## src/rtl/mem_port_arbiter.sv

```systemverilog
// Single-port memory arbiter between instruction fetch and load/store.
// One access in flight at a time; load/store wins unless fetch has starved too long.
module mem_port_arbiter #(
  parameter int XLEN       = 32,
  parameter int MEM_LAT    = 2,
  parameter int STARVE_MAX = 4
) (
  input  logic            i_clk,
  input  logic            i_rst,
  input  logic            i_flush,
  input  logic            i_if_req,
  input  logic [XLEN-1:0] i_if_addr,
  output logic            o_if_gnt,
  output logic            o_if_stall,
  output logic            o_if_rvalid,
  output logic [XLEN-1:0] o_if_rdata,
  input  logic            i_ls_req,
  input  logic            i_ls_we,
  input  logic [XLEN-1:0] i_ls_addr,
  input  logic [XLEN-1:0] i_ls_wdata,
  output logic            o_ls_gnt,
  output logic            o_ls_stall,
  output logic            o_ls_rvalid,
  output logic [XLEN-1:0] o_ls_rdata,
  output logic            o_mem_en,
  output logic            o_mem_we,
  output logic [XLEN-1:0] o_mem_addr,
  output logic [XLEN-1:0] o_mem_wdata,
  input  logic [XLEN-1:0] i_mem_rdata
);

  localparam int LW = $clog2(MEM_LAT + 2);
  localparam int SW = $clog2(STARVE_MAX + 1);

  typedef enum logic [1:0] {S_IDLE, S_BUSY_IF, S_BUSY_LS} state_t;

  state_t            r_state, w_next;
  logic [LW-1:0]     r_lat_cnt;
  logic [SW-1:0]     r_starve_cnt;
  logic              r_drop;
  logic              r_mem_en, r_mem_we;
  logic [XLEN-1:0]   r_mem_addr, r_mem_wdata;
  logic              r_if_rvalid, r_ls_rvalid;
  logic [XLEN-1:0]   r_if_rdata, r_ls_rdata;
  logic              w_if_gnt, w_ls_gnt, w_if_pick, w_done;

  always_comb begin
    w_next    = r_state;
    w_if_gnt  = 1'b0;
    w_ls_gnt  = 1'b0;
    w_if_pick = i_if_req & ~i_flush &
                (~i_ls_req | (r_starve_cnt == SW'(STARVE_MAX)));
    w_done    = (r_state != S_IDLE) && (r_lat_cnt == '0);
    case (r_state)
      S_IDLE: begin
        if (!i_rst) begin
          if (w_if_pick) begin
            w_if_gnt = 1'b1;
            w_next   = S_BUSY_IF;
          end else if (i_ls_req) begin
            w_ls_gnt = 1'b1;
            w_next   = S_BUSY_LS;
          end
        end
      end
      S_BUSY_IF, S_BUSY_LS: if (r_lat_cnt == '0) w_next = S_IDLE;
      default: w_next = S_IDLE;
    endcase
  end

  always_ff @(posedge i_clk) begin
    if (i_rst) begin
      r_state      <= S_IDLE;
      r_lat_cnt    <= '0;
      r_starve_cnt <= '0;
      r_drop       <= 1'b0;
      r_mem_en     <= 1'b0;
      r_mem_we     <= 1'b0;
      r_mem_addr   <= '0;
      r_mem_wdata  <= '0;
      r_if_rvalid  <= 1'b0;
      r_ls_rvalid  <= 1'b0;
      r_if_rdata   <= '0;
      r_ls_rdata   <= '0;
    end else begin
      r_state  <= w_next;
      r_mem_en <= w_if_gnt | w_ls_gnt;
      if (w_if_gnt | w_ls_gnt) begin
        r_mem_addr  <= w_ls_gnt ? i_ls_addr : i_if_addr;
        r_mem_we    <= w_ls_gnt & i_ls_we;
        r_mem_wdata <= w_ls_gnt ? i_ls_wdata : '0;
        r_lat_cnt   <= LW'(MEM_LAT);
      end else if (r_state != S_IDLE && r_lat_cnt != '0) begin
        r_lat_cnt <= r_lat_cnt - LW'(1);
      end

      r_if_rvalid <= 1'b0;
      r_ls_rvalid <= 1'b0;
      if (w_done && r_state == S_BUSY_IF) begin
        // Dropped fetches still refresh rdata; only the valid pulse is killed.
        r_if_rdata  <= i_mem_rdata;
        r_if_rvalid <= ~r_drop & ~i_flush;
      end
      if (w_done && r_state == S_BUSY_LS) begin
        r_ls_rvalid <= 1'b1;
        if (!r_mem_we) r_ls_rdata <= i_mem_rdata;
      end

      if (w_done)
        r_drop <= 1'b0;
      else if (r_state == S_BUSY_IF && i_flush)
        r_drop <= 1'b1;

      if (w_ls_gnt && i_if_req) begin
        if (r_starve_cnt != SW'(STARVE_MAX)) r_starve_cnt <= r_starve_cnt + SW'(1);
      end else if (w_if_gnt) begin
        r_starve_cnt <= '0;
      end else if (r_state == S_IDLE && !i_if_req) begin
        r_starve_cnt <= '0;
      end
    end
  end

  assign o_if_gnt    = w_if_gnt;
  assign o_ls_gnt    = w_ls_gnt;
  assign o_if_stall  = i_if_req & ~w_if_gnt;
  assign o_ls_stall  = i_ls_req & ~w_ls_gnt;
  // A flush landing in the valid cycle itself still cancels the fetch.
  assign o_if_rvalid = r_if_rvalid & ~i_flush;
  assign o_ls_rvalid = r_ls_rvalid;
  assign o_if_rdata  = r_if_rdata;
  assign o_ls_rdata  = r_ls_rdata;
  assign o_mem_en    = r_mem_en;
  assign o_mem_we    = r_mem_we;
  assign o_mem_addr  = r_mem_addr;
  assign o_mem_wdata = r_mem_wdata;

endmodule

```

## config.mk

```make
export PLATFORM = sky130hd
export DESIGN_NAME = mem_port_arbiter
export DESIGN_NICKNAME = d
export VERILOG_FILES = /design/src/rtl/mem_port_arbiter.sv
export SDC_FILE = /design/constraint.sdc
export NUM_CORES = 1
export LEC_CHECK = 0
export ABC_AREA = 0
export BUFFER_PORTS_ARGS = -buffer_cell sky130_fd_sc_hd__buf_2
export CAP_MARGIN = 40
export CORE_MARGIN = 4
export CORE_UTILIZATION = 42
export DETAILED_ROUTE_END_ITERATION = 6
export PLACE_DENSITY = 0.74
export SLEW_MARGIN = 40
export SYNTH_ARGS = -nofsm -noshare
export SYNTH_HDL_FRONTEND = slang
export SYNTH_SLANG_ARGS = --single-unit
```

## constraint.sdc

```tcl
create_clock -name i_clk -period 1.4 [get_ports i_clk]
set_input_delay 0.14 -clock i_clk [delete_from_list [all_inputs] [get_ports i_clk]]
set_output_delay 0.14 -clock i_clk [all_outputs]
set_load 0.01 [all_outputs]
```

* Word level (Yosys, flattened, before mapping)
Index checks and enable logic that the tools add are counted.
** Operators by class
- Equality and inequality tests :: 7
- Reduce and logical (&&, ||, !) cells :: 21
- $add $sub $neg :: 2
- Bitwise gates (word level) :: 16
- Mux-type cells :: 20
** Operators by type and width (number)
- $mux W32 :: 2
- $mux W3 :: 4
- $mux W2 :: 5
- $mux W1 :: 8
- $reduce_or A2 Y1 :: 4
- $and A1 B1 Y1 :: 7
- $logic_and A1 B1 Y1 :: 7
- $not A1 Y1 :: 7
- $ne A3 B3 Y1 const B :: 2
- $reduce_and A2 Y1 :: 3
- $reduce_bool A2 Y1 :: 3
- $logic_not A2 Y1 :: 2
- $pmux W2 S2 :: 1
- $add A3 B1 Y3 const B :: 1
- $eq A3 B3 Y1 const B :: 1
- $reduce_bool A3 Y1 :: 1
- $eq A2 B1 Y1 const B :: 1
- $eq A2 B2 Y1 const B :: 1
- $ne A2 B1 Y1 const B :: 1
- $ne A2 B2 Y1 const B :: 1
- $or A1 B1 Y1 :: 2
- $sub A2 B1 Y2 const B :: 1
- $logic_not A1 Y1 :: 1
** Word-level totals
- Register bits :: 140

* Logic depth before layout (Yosys ltp)
- Word-level depth :: 9
- Mapped depth :: 8

* Worst setup path before layout
Ideal clock, no wire load.
- Kind :: register to register
- Start point :: register r_state[0]
- End point :: register r_mem_wdata[10] (netlist: o_mem_wdata[10])
- Path buffers :: 2
- Stages on the path, launching flop included :: 9
- Clock period less this slack :: 1.501 ns
- Arrival :: 1.383 ns
- Required time :: 1.282 ns
- Slack :: -0.101 ns
- Cells stage by stage :: dfxtp_1 -> inv_1 -> ha_1 -> and3b_1 -> buf_4 -> nand2_2 -> inv_2 -> buf_2 -> a32o_2
** Between the ends
- Word-level cells in the longest chain between the ends :: 3
- Elaborated cells on any way between the ends :: 5
- Classes of those cells :: mux (3); bitwise (1); reduce/logical (1)
** RTL lines
- start, declared :: line 37 : state_t r_state, w_next;
- start signal, assigned :: line 86 : r_state <= w_next;
- $logic_not A2 Y1 (*) :: line 54 : case (r_state)
- $mux W1 :: line 54
- $mux W32 or $or A1 B1 Y1 (tied branches) :: line 91, 88
- end signal, assigned :: line 91 : r_mem_wdata <= w_ls_gnt ? i_ls_wdata : '0;
- end, declared :: line 42 : logic [XLEN-1:0] r_mem_addr, r_mem_wdata;
Mark *: on every way between the ends. The rest lies on a longest branch, timed or not.
A chain may end at the register's enable or synchronous reset.

* Worst setup path after layout
- Start point :: register r_state[1]
- End point :: output o_if_stall
** Between the ends
- Word-level cells in the longest chain between the ends :: 4
** RTL lines
- $logic_not A2 Y1 :: line 54
- $mux W1 :: line 54
- $not A1 Y1 :: line 126 : assign o_if_stall = i_if_req & ~w_if_gnt;
- $and A1 B1 Y1 :: line 126
- end, declared :: line 14 : output logic o_if_stall,
No other way between the ends.

==> run_results.csv <==
group,metric,value,unit
grt,antenna_found_initial,0,
detailed_routing,wl,23700,um
power_and_ir_drop,share_comb_of_total_power,0.205,
power_and_ir_drop,ir_drop,0.640,mV
clocking,cts_max_path_buffers,2,
cells_and_area,nets,1132,
cells_and_area,syn_to_final_growth,82.1,%
cells_and_area,diodes,0,
floorplanning,die-area,15400,sq um
grt,grt_pass1_wl,31900,um
detailed_routing,vias,6522,
yosys,synth.largest_area_cell,"dfxtp_1",
cells_and_area,post-route-util,0.780,
clocking,clkSinkCount,140,
sta,maxClockFrequency,0.586,GHz
sta,finalSetupViolations,138,
placed_design,dp_hpwl,11600,um
cells_and_area,drive_above_1_share,0.573,
placed_design,portBuffers,269,
critical_path,path_class,"reg -> out",
clocking,cts_tree,"done",
detailed_routing,vias_per_cell,5.53,
yosys,synth_edf_count,0,
yosys,netlist_top_cells_count,"dfxtp_1, nand2_1, a21oi_1",
floorplanning,pin_count,270,
sta,worst_slew_pin_slew,0.756,ns
power_and_ir_drop,p_leak,5.03,nW
yosys,yosysUniqueCellTypes,44,
yosys,ys_seq_elements,140,
power_and_ir_drop,p_sw,2.91,mW
power_and_ir_drop,seqPwrFrac,0.394,
critical_path,cp-end-kind,"primary output",
grt,gr-total-overflow,0,
power_and_ir_drop,netSwitchingFraction,0.264,
sta,finalSetupTns,-26.66,ns
detailed_routing,wire_per_inst,20.1,um
clocking,clockRootBuffer,"clkbuf_16",
yosys,synthFlopType,"dfxtp_1",
detailed_routing,dr.pass1.iters,5,
detailed_routing,drc,0,
yosys,synthTopCellsByArea,"dfxtp_1, nand2_1, a21oi_1, o211a_1, nand4b_1",
yosys,seq_area_frac_synth,0.496,
sta,hold_viol,0,
flow_run,cap_viol_max_count,0,
clocking,path_clk_slew,0.06,ns
yosys,synth_warnings,0,
sta,fin_skew,0.0108,ns
yosys,syn_area,5650,sq um
clocking,htreeDepth,4,
critical_path,required,1.26,ns
floorplanning,die_h,124,um
clocking,clock_latency,0.41,ns
grt,grtUsageTotal,0.266,
critical_path,path_max_fanout,4,
yosys,yosysTopAreaCellShare,0.496,
sta,period_needed,1.71,ns
yosys,syn_nets,755,
outcome,status,"complete, but fails checks",
power_and_ir_drop,p_per_area,1070,nW/um^2
critical_path,cp.arrival,1.57,ns
yosys,synthCells,615,
power_and_ir_drop,internal-power,8.11,mW
sta,worst_slack,-0.307,ns
yosys,yosysMostFrequentCell,"dfxtp_1",
floorplanning,die_w,124,um
hold_path,hold_path.class,"in -> reg",
cells_and_area,n_fill_cell,777,
sta,slew_violations,0,
power_and_ir_drop,pwr-share-clk,0.401,
sta,period_share,1.22,
outcome,violations,"setup timing",
floorplanning,num_rows,42,
critical_path,crit_path_start_kind,"register",
yosys,synth-async-reset-ratio,0,
placed_design,place.gp.congestion,0.772,
detailed_routing,antenna_left,0,
grt,grt_start_max_net_pins,49,
yosys,syn_area_per_cell,9.19,sq um
floorplanning,initial_core_util,0.428,
sta,slew_headroom,0.496,
sta,rsz0062_at_grt,"yes",
detailed_routing,drtIter0Drc,449,
clocking,cts_inserted_buffers,17,
grt,grt_pass1_vias,6312,
floorplanning,core_area,13200,sq um
-- cells by family after synthesis --
| kind of cell | Yosys count | share of synthesized area |
|---|---|---|
| AO/OA/AOI/OAI | 177 | 0.236 |
| AND/OR/NAND/NOR | 189 | 0.169 |
| buffers and inverters | 101 | 0.0815 |
| multiplexers | 1 | 0.00266 |
| flip-flops | 140 | 0.496 |
| adder cells (fa/ha/maj) | 6 | 0.0133 |
| XOR/XNOR | 1 | 0.00155 |
-- registers in the layout, indices dropped and copies added, names as in the netlist --
name          cells
o_if_rdata       32
o_ls_rdata       32
o_mem_addr       32
o_mem_wdata      32
r_starve_cnt      3
r_lat_cnt         2
r_state           2
o_ls_rvalid       1
o_mem_en          1
o_mem_we          1
r_drop            1
r_if_rvalid       1
-- per-layer routing --
layer  up-vias  track usage  wire [um]
met4         0        0.131        860
met5         -            0          0
li1       2954            -          -
met1      3100        0.298       8790
met3        81       0.0867       2230
met2       387        0.454      11800
-- repair_timing --
action,in CTS,in global routing
resized for setup,114,165
gates cloned,13,4
hold buffers,65,0
endpoints found under the hold margin,94,0
setup endpoints to repair,136,140
setup buffers,28,13
pin swaps,82,80
-- cell usage in the layout (no fill, tap or decap), types with 21 or more instances in the layout --
cell	n
buf_2	267
dfxtp_1	136
dlygate4sd3_1	65
a21oi_2	61
nand2_1	57
nand2_4	55
inv_1	36
o211a_1	33
nand4b_1	32
buf_4	32
buf_6	25
a31oi_1	24
clkbuf_16	21
-- worst max-delay path: stages (launching register included) --
cell and delay, ns:
dfxtp_2 0.33, inv_2 0.05, ha_4 0.17, buf_4 0.16
and4_4 0.20, nor2b_1 0.10, buf_2 0.14
-- area by class of cell --
type	instances	area (sq um)	area share
clock buffer	22	464	0.0451
sequential	140	2810	0.273
timing repair buffer	418	3170	0.308
clock inverter	9	113	0.0109
multi-input combinational	374	3350	0.326
inverter	41	161	0.0157
tap	176	220	0.0214
-- power groups by stage --
stage / Combinational (mW) / Clock (mW) / Sequential [mW]
floorplan: 0.683 / 0 / 4.51
global placement: 1.44 / 0 / 4.40
detailed placement: 1.45 / 0 / 4.41
CTS: 1.99 / 4.48 / 4.33
global route: 2.40 / 4.64 / 4.36
finish: 2.26 / 4.42 / 4.34
-- worst paths after layout --
kind                               startpoint                          end  slack [ns]  cells past startpoint
setup / recovery      r_state[1]$_SDFFE_PP0P_                   o_if_stall       -0.31                      6
hold / removal                  i_if_addr[16]  o_mem_addr[16]$_SDFFE_PP0P_        0.05                      3
setup reg to reg      r_state[1]$_SDFFE_PP0P_   o_ls_rdata[9]$_SDFFE_PP0P_       -0.27                      9
hold reg to reg   o_if_rdata[23]$_SDFFE_PP0P_  o_if_rdata[23]$_SDFFE_PP0P_        0.46                      2
-- through the flow --
stage | setup WS [ns] | std cells | power, mW | hold slack (ns) | instance area [sq um]
6_report | -0.307 | 1180 | 11.0 | 0.0503 | 10300
5_1_grt | -0.382 | 1180 | 11.4 | 0.0471 | 10300
4_1_cts | -0.339 | 1171 | 10.8 | 0.0260 | 9620
3_5_place_dp | -0.167 | 1036 | 5.86 | 0.354 | 7340
3_3_place_gp | -0.0766 | 1036 | 5.84 | 0.350 | 7340
2_1_floorplan | -0.0110 | 615 | 5.19 | 0.219 | 5700
Note: power is estimated with default switching activity, not from simulation.
